## src/rtl/dt_integrator_if.sv

```systemverilog
// Stream bundle for the dT integrator: measured-T and dT sample inputs, reconstructed-T output.
// The master drives the samples; the slave (the integrator) returns T_rec/T_valid.
interface dt_integrator_if;
  logic [7:0] T_meas;
  logic       meas_valid;
  logic [7:0] dT_in;
  logic       dT_valid;
  logic [7:0] T_rec;
  logic       T_valid;

  modport master (
    output T_meas, meas_valid, dT_in, dT_valid,
    input  T_rec, T_valid
  );

  modport slave (
    input  T_meas, meas_valid, dT_in, dT_valid,
    output T_rec, T_valid
  );
endinterface

```

## src/rtl/dt_integrator.sv

```systemverilog
// Reconstructs temperature by saturating accumulation of scaled dT samples, with a sticky drift check.
// Latency 1 cycle from accepted sample to T_rec/T_valid; no backpressure, every valid sample is consumed.
module dt_integrator #(
  parameter int W_ACC = 16
) (
  input  logic               clk,
  input  logic               rst_n,
  input  logic               init,
  input  logic [7:0]         K_DT,
  input  logic [7:0]         TOL,
  input  logic [3:0]         N_FAULT,
  output logic               drift_flag,
  output logic [1:0]         state,
  dt_integrator_if.slave     io
);

  typedef enum logic [1:0] {
    ST_IDLE  = 2'b00,
    ST_TRACK = 2'b01,
    ST_FAULT = 2'b10
  } state_t;

  localparam logic signed [W_ACC:0]   SUM_HI = 127;
  localparam logic signed [W_ACC:0]   SUM_LO = -128;
  localparam logic signed [W_ACC-1:0] ACC_HI = 127;
  localparam logic signed [W_ACC-1:0] ACC_LO = -128;

  state_t                   state_q, state_d;
  logic signed [W_ACC-1:0]  acc_q, acc_d;
  logic [3:0]               viol_q, viol_d;
  logic                     t_valid_q, t_valid_d;
  logic                     drift_q, drift_d;

  logic [2:0]               shamt;
  logic signed [W_ACC-1:0]  dt_ext;
  logic signed [W_ACC-1:0]  step;
  logic signed [W_ACC:0]    sum;
  logic signed [W_ACC-1:0]  acc_sat;
  logic signed [W_ACC-1:0]  meas_ext;
  logic signed [8:0]        err;
  logic [8:0]               err_abs;
  logic                     out_of_tol;
  logic [3:0]               viol_inc;
  logic [3:0]               n_fault_eff;

  // Datapath: the shifted step can exceed int8 by far, so the add is done one bit wider than acc.
  always_comb begin
    shamt       = (K_DT > 8'd7) ? 3'd7 : K_DT[2:0];
    dt_ext      = W_ACC'($signed(io.dT_in));
    step        = dt_ext <<< shamt;
    sum         = $signed({acc_q[W_ACC-1], acc_q}) + $signed({step[W_ACC-1], step});
    if (sum > SUM_HI)
      acc_sat = ACC_HI;
    else if (sum < SUM_LO)
      acc_sat = ACC_LO;
    else
      acc_sat = sum[W_ACC-1:0];

    meas_ext    = W_ACC'($signed(io.T_meas));
    err         = $signed({io.T_meas[7], io.T_meas}) - $signed({acc_q[7], acc_q[7:0]});
    err_abs     = err[8] ? 9'(-err) : 9'(err);
    out_of_tol  = err_abs > {1'b0, TOL};
    viol_inc    = (viol_q == 4'hF) ? 4'hF : viol_q + 4'd1;
    n_fault_eff = (N_FAULT == 4'd0) ? 4'd1 : N_FAULT;
  end

  always_comb begin
    state_d   = state_q;
    acc_d     = acc_q;
    viol_d    = viol_q;
    t_valid_d = 1'b0;
    drift_d   = drift_q;

    if (init) begin
      state_d = ST_IDLE;
      acc_d   = '0;
      viol_d  = '0;
      drift_d = 1'b0;
    end else begin
      case (state_q)
        ST_IDLE: begin
          if (io.meas_valid) begin
            acc_d     = meas_ext;
            t_valid_d = 1'b1;
            state_d   = ST_TRACK;
          end
        end
        ST_TRACK: begin
          // The drift check sees the pre-update T_rec even when a dT lands on the same edge.
          if (io.meas_valid) begin
            if (out_of_tol) begin
              viol_d = viol_inc;
              if (viol_inc >= n_fault_eff) begin
                state_d = ST_FAULT;
                drift_d = 1'b1;
              end
            end else begin
              viol_d = '0;
            end
          end
          if (io.dT_valid) begin
            acc_d     = acc_sat;
            t_valid_d = 1'b1;
          end
        end
        ST_FAULT: begin
          if (io.meas_valid) begin
            acc_d     = meas_ext;
            t_valid_d = 1'b1;
          end
        end
        default: begin
          state_d = ST_IDLE;
          acc_d   = '0;
          viol_d  = '0;
          drift_d = 1'b0;
        end
      endcase
    end
  end

  always_ff @(posedge clk or negedge rst_n) begin
    if (!rst_n) begin
      state_q   <= ST_IDLE;
      acc_q     <= '0;
      viol_q    <= '0;
      t_valid_q <= 1'b0;
      drift_q   <= 1'b0;
    end else begin
      state_q   <= state_d;
      acc_q     <= acc_d;
      viol_q    <= viol_d;
      t_valid_q <= t_valid_d;
      drift_q   <= drift_d;
    end
  end

  assign io.T_rec    = acc_q[7:0];
  assign io.T_valid  = t_valid_q;
  assign drift_flag  = drift_q;
  assign state       = state_q;

endmodule

```

## src/flat_wrapper.sv

```systemverilog
// flat-port wrapper written by rule: the top's interface ports become plain ports
module dt_integrator_flat 
#(
  parameter int W_ACC = 16
)
  (clk, rst_n, init, K_DT, TOL, N_FAULT, drift_flag, state, io_T_meas, io_meas_valid, io_dT_in, io_dT_valid, io_T_rec, io_T_valid);
  dt_integrator_if io_i ();
  input  logic clk;
  input  logic rst_n;
  input  logic init;
  input  logic [7:0] K_DT;
  input  logic [7:0] TOL;
  input  logic [3:0] N_FAULT;
  output logic drift_flag;
  output logic [1:0] state;
  input wire logic [$bits(io_i.T_meas)-1:0] io_T_meas;
  input wire logic [$bits(io_i.meas_valid)-1:0] io_meas_valid;
  input wire logic [$bits(io_i.dT_in)-1:0] io_dT_in;
  input wire logic [$bits(io_i.dT_valid)-1:0] io_dT_valid;
  output wire logic [$bits(io_i.T_rec)-1:0] io_T_rec;
  output wire logic [$bits(io_i.T_valid)-1:0] io_T_valid;
  assign io_i.T_meas = io_T_meas;
  assign io_i.meas_valid = io_meas_valid;
  assign io_i.dT_in = io_dT_in;
  assign io_i.dT_valid = io_dT_valid;
  assign io_T_rec = io_i.T_rec;
  assign io_T_valid = io_i.T_valid;
  dt_integrator #(.W_ACC(W_ACC)) u_core (.clk(clk), .rst_n(rst_n), .init(init), .K_DT(K_DT), .TOL(TOL), .N_FAULT(N_FAULT), .drift_flag(drift_flag), .state(state), .io(io_i));
endmodule
```

## config.mk

```make
export PLATFORM = sky130hd
export DESIGN_NAME = dt_integrator_flat
export DESIGN_NICKNAME = d
export VERILOG_FILES = /design/src/rtl/dt_integrator_if.sv /design/src/rtl/dt_integrator.sv /design/src/flat_wrapper.sv
export SDC_FILE = /design/constraint.sdc
export NUM_CORES = 1
export LEC_CHECK = 0
export ABC_AREA = 1
export ABC_CLOCK_PERIOD_IN_PS = 4000
export CAP_MARGIN = 0
export CORE_MARGIN = 5
export CORE_UTILIZATION = 55
export CTS_CLUSTER_DIAMETER = 40
export DETAILED_ROUTE_END_ITERATION = 8
export PLACE_DENSITY = 0.91
export SLEW_MARGIN = 20
export SYNTH_ARGS = -nofsm -noshare
export SYNTH_HDL_FRONTEND = slang
export SYNTH_SLANG_ARGS = --single-unit
```

## constraint.sdc

```tcl
create_clock -name clk -period 4 [get_ports clk]
set_input_delay 0.8 -clock clk [delete_from_list [all_inputs] [get_ports clk]]
set_output_delay 0.8 -clock clk [all_outputs]
set_load 0.01 [all_outputs]
```

==> summary.md <==
| Metric | Value |
|---|---|
| Layout cell share with drive strength beyond 1 | `0.2968` |
| Commonest non-fill, non-tap cell in the layout | `nand2_1` |
| Setup CP Type | `primary input to flip-flop` |
| GPL Wtd Cong | `0.9226` |
| Die H | `roughly 91 µm` |
| Worst setup SP type | `primary input` |
| FF-to-FF setup slack | `220 ps` |
| Initial antenna violation count | `0` |
| FF+latch count, synth | `24` |
| HPWL Detailed | `8449 µm` |
| First-pass iteration count of the detailed router | `9` |
| Met3 Routed Length | `1705 µm` |
| Clk_skew | `11.71 ps` |
| Vias/cell | `6.345` |
| Cell area after placement | `4489 µm²` |
| R2r endpoint | `u_core.state[1]` |
| Violated checks | `DRC, setup timing` |
| WP data arrival | `4290 ps` |
| Clock buffer depth | `2` |
| CTS tree | `done` |
| Fin nets | `approximately 780` |
| Number of global-route vias before repair | `4203` |
| Most common cell type on the critical path | `nand2_1` |
| Worst endpoint required time | `4130 ps` |
| GRT overflow | `0` |
| Post-synthesis sequential area ratio | `0.1664` |
| FP Rows | `29` |
| N_diodes | `0` |
| Class of the most critical hold timing path | `primary input to asynchronous set/reset pin` |
| Critical path fanouts, max | `6` |
| Pwr dens | `729.3 nW/µm²` |
| Final setup viols | `12` |
| Final wirelength | `between 15000 and 20000 µm` |
| CTS Buf Count | `3` |
| Initial Util | `0.5683` |
| Worst Setup End Kind | `flip-flop` |
| Fin crit share | `1.039` |
| Drt wl/cell | `19.62 µm` |
| Slew Viols, Final | `0` |
| CP max stage delay | `450 ps` |
| Core Region | `roughly 6300 µm²` |
| Fmax | `240.6 MHz` |
| Register-to-Register Path Depth | `22` |
| Clock-pin slew on the worst setup and hold paths | `100 ps` |
| DRC violations left | `2` |
| Post-synth EDFFs | `0` |
| Top Layer Used | `met4` |
| Most frequent cells in the layout | `nand2_1 (177), inv_1 (89), buf_4 (55), clkdlybuf4s50_1 (44), nand2_2 (32)` |
| CP top delay family | `simple AND/OR/NAND/NOR gates` |
| Status | `finished, violations left` |
| Setup ws final | `-156.8 ps` |
| Final worst path period need | `4157 ps` |
| Worst r2r src | `u_core.acc_q[5]` |
| Area of the die | `8281 µm²` |
| IO Pins | `53` |
| Worst Tran Pin Value | `620.9 ps` |
| Normalized max-slew margin | `0.5860` |
| Met1 WL | `approximately 5100 µm` |
| Crit path buf inv count | `2` |
| Ys async rst share | `1.000` |
| Final core utilization | `0.8097` |
| Max-cap violations | `0` |
| Syn avg cell area | `6.106 µm²` |
| Area growth syn-to-layout | `42.48%` |
| Post-Synthesis Cell Area | `between 3000 and 4000 µm²` |
| Hold Fails Final Rpt | `0` |
| Pre-CTS setup slack | `-515.6 ps` |
| VDD IR max | `0.6825 mV` |
| Post-synthesis cell type count | `41` |
| Detail Route Antenna Nets | `0` |
| Via count | `4892` |
| H-tree level count | `1` |
| Hold_buf cts | `0` |
| First-pass GRT wire length | `17910 µm` |
| Syn Nets | `673` |
| Met2 WL | `6882 µm` |
| Syn. warnings | `0` |
| Initial detailed-routing violation count | `around 660` |
| CTS sink count | `24` |
| Largest net degree at the start of global routing | `25` |
| Synth Flop Type | `dfrtp_1` |
| Static Leakage | `2.700 nW` |
| Die Span X | `~91 µm` |
| Slowest-stage cell, CP | `clkdlybuf4s50_1` |
| Clock Latency Late Sink | `roughly 290 ps` |
| Root Driver | `clkbuf_8` |
| Tot GR Track Use | `0.2536` |
| Cell area after layout | `just over 5000 µm²` |
| Cell count after synthesis | `591` |
| CP cell instances | `clkdlybuf4s50_1 -> ha_1 -> a21oi_1 -> nand2_1 -> nand2_1 -> nand2_1 -> a21oi_2 -> nand2_1 -> nand2_2 -> inv_2 -> nor2_2 -> nor2_1 -> xor2_1 -> ha_1 -> a21oi_1 -> o21ai_1 -> a21oi_1 -> o21bai_2 -> nand2_2 -> nand3_1 -> o21ai_0` |
| PortBufs | `52` |
-- area by class of cell --
type / instances / area [µm²]
Tap cell: 77 / 96.34
Fill cell: 341 / 1209
Clock buffer: 3 / 41.29
Timing Repair Buffer: 110 / 962.2
Clock inverter: 1 / 30.03
Inverter: 103 / 391.6
Sequential cell: 24 / 600.6
Multi-Input combinational cell: 453 / 3019
-- flip-flops by register name (all words and copies together) (netlist names) --
signal,flops
u_core.acc_q,16
u_core.drift_flag,1
u_core.viol_q,4
u_core.state,2
u_core.io.T_valid,1
-- synthesized netlist by cell type (2+ instances only) --
cell type  instances  area [µm²]
nand2_1          207       777.0
inv_1            101       379.1
ha_1              39       488.0
nand3_1           33       165.2
nor2_1            29       108.9
o21ai_0           29       145.1
dfrtp_1           24       600.6
a21oi_1           19       95.09
nand4_1           13       81.33
xor2_1            12       105.1
nand2_2           11       68.82
nor2_2            10       62.56
buf_4              8       60.06
nand3_2            5       50.05
a21oi_2            4       35.03
nor3_1             4       20.02
and2_1             3       18.77
xnor2_1            3       26.28
a211oi_1           2       15.01
a31oi_1            2       12.51
buf_2              2       10.01
fa_1               2       40.04
inv_2              2       7.510
mux2i_1            2       20.02
nand3b_1           2       15.01
nor2_4             2       22.52
nor4_1             2       12.51
o21ai_1            2       10.01
o21bai_1           2       15.01
o31ai_1            2       15.01
or2_1              2       12.51
or2_2              2       12.51
-- cell families after synthesis --
group / synth area share
muxes: 0.005548
AOI/OAI and AO/OA: 0.1054
xor gates and xnor gates: 0.04092
adders and majority gates: 0.1463
DFF: 0.1664
and+or+nand+nor: 0.4078
buffers and inverters: 0.1276
-- worst max path at each step --
stage	end	depth (start not counted)	slack, ps	start
global placement	u_core.acc_q[1]	25	-290	K_DT[5]
finish	u_core.viol_q[3]	21	-160	io_T_meas[2]
global route	u_core.viol_q[3]	22	-330	io_T_meas[1]
detailed placement	u_core.acc_q[5]	26	-520	K_DT[5]
CTS	u_core.acc_q[5]	28	20	K_DT[6]
floorplan	u_core.acc_q[0]	28	210	K_DT[5]
-- per-stage QoR --
stage	total power [mW]	TNS [ps]	hold slack [ps]	cells
finish	3.749	-1275	486.6	771
global route	3.959	-3854	538.4	771
floorplan	1.986	0	454.1	591
CTS	2.982	0	505.4	764
detailed placement	2.696	-9400	486.0	754
global placement	2.555	-5328	489.0	754
-- metal layers --
layer | GRT usage | vias up
met5 | 0 | -
met4 | 0.1235 | 0
met3 | 0.04463 | 173
met2 | 0.4483 | 483
met1 | 0.2934 | 2154
li1 | - | 2082
-- worst reg2reg max path, stage by stage (launching register included) --
cell and delay [ps]:
dfrtp_1 580, inv_1 170, ha_4 310, inv_1 70, nor4_2 340, nand2_2 100
nand3_1 130, nand2_2 80, nand2_4 140, a31oi_4 60, xnor2_1 150, ha_1 320
nand2_1 90, nor2_1 110, inv_1 70, nor2_1 100, nor2_1 70, o21ai_1 140
a21oi_1 70, o21bai_2 210, nand2_2 160, nand4_1 120, o21ai_1 120
-- where the power goes --
part           leakage, nW  total [mW]  internal (mW)  switching, mW
combinational         2.35        3.06           1.19           1.87
sequential           0.317       0.459          0.329          0.130
clock               0.0357       0.226          0.134         0.0915
-- what timing repair did --
action                                  in CTS  in global routing
endpoints found under the setup margin      21                 23
pin swaps                                   22                 62
resized for setup                           27                128
buffers inserted                             6                 10
endpoints found under the hold margin        0                  0
Note: power is estimated with default switching activity, not from simulation.
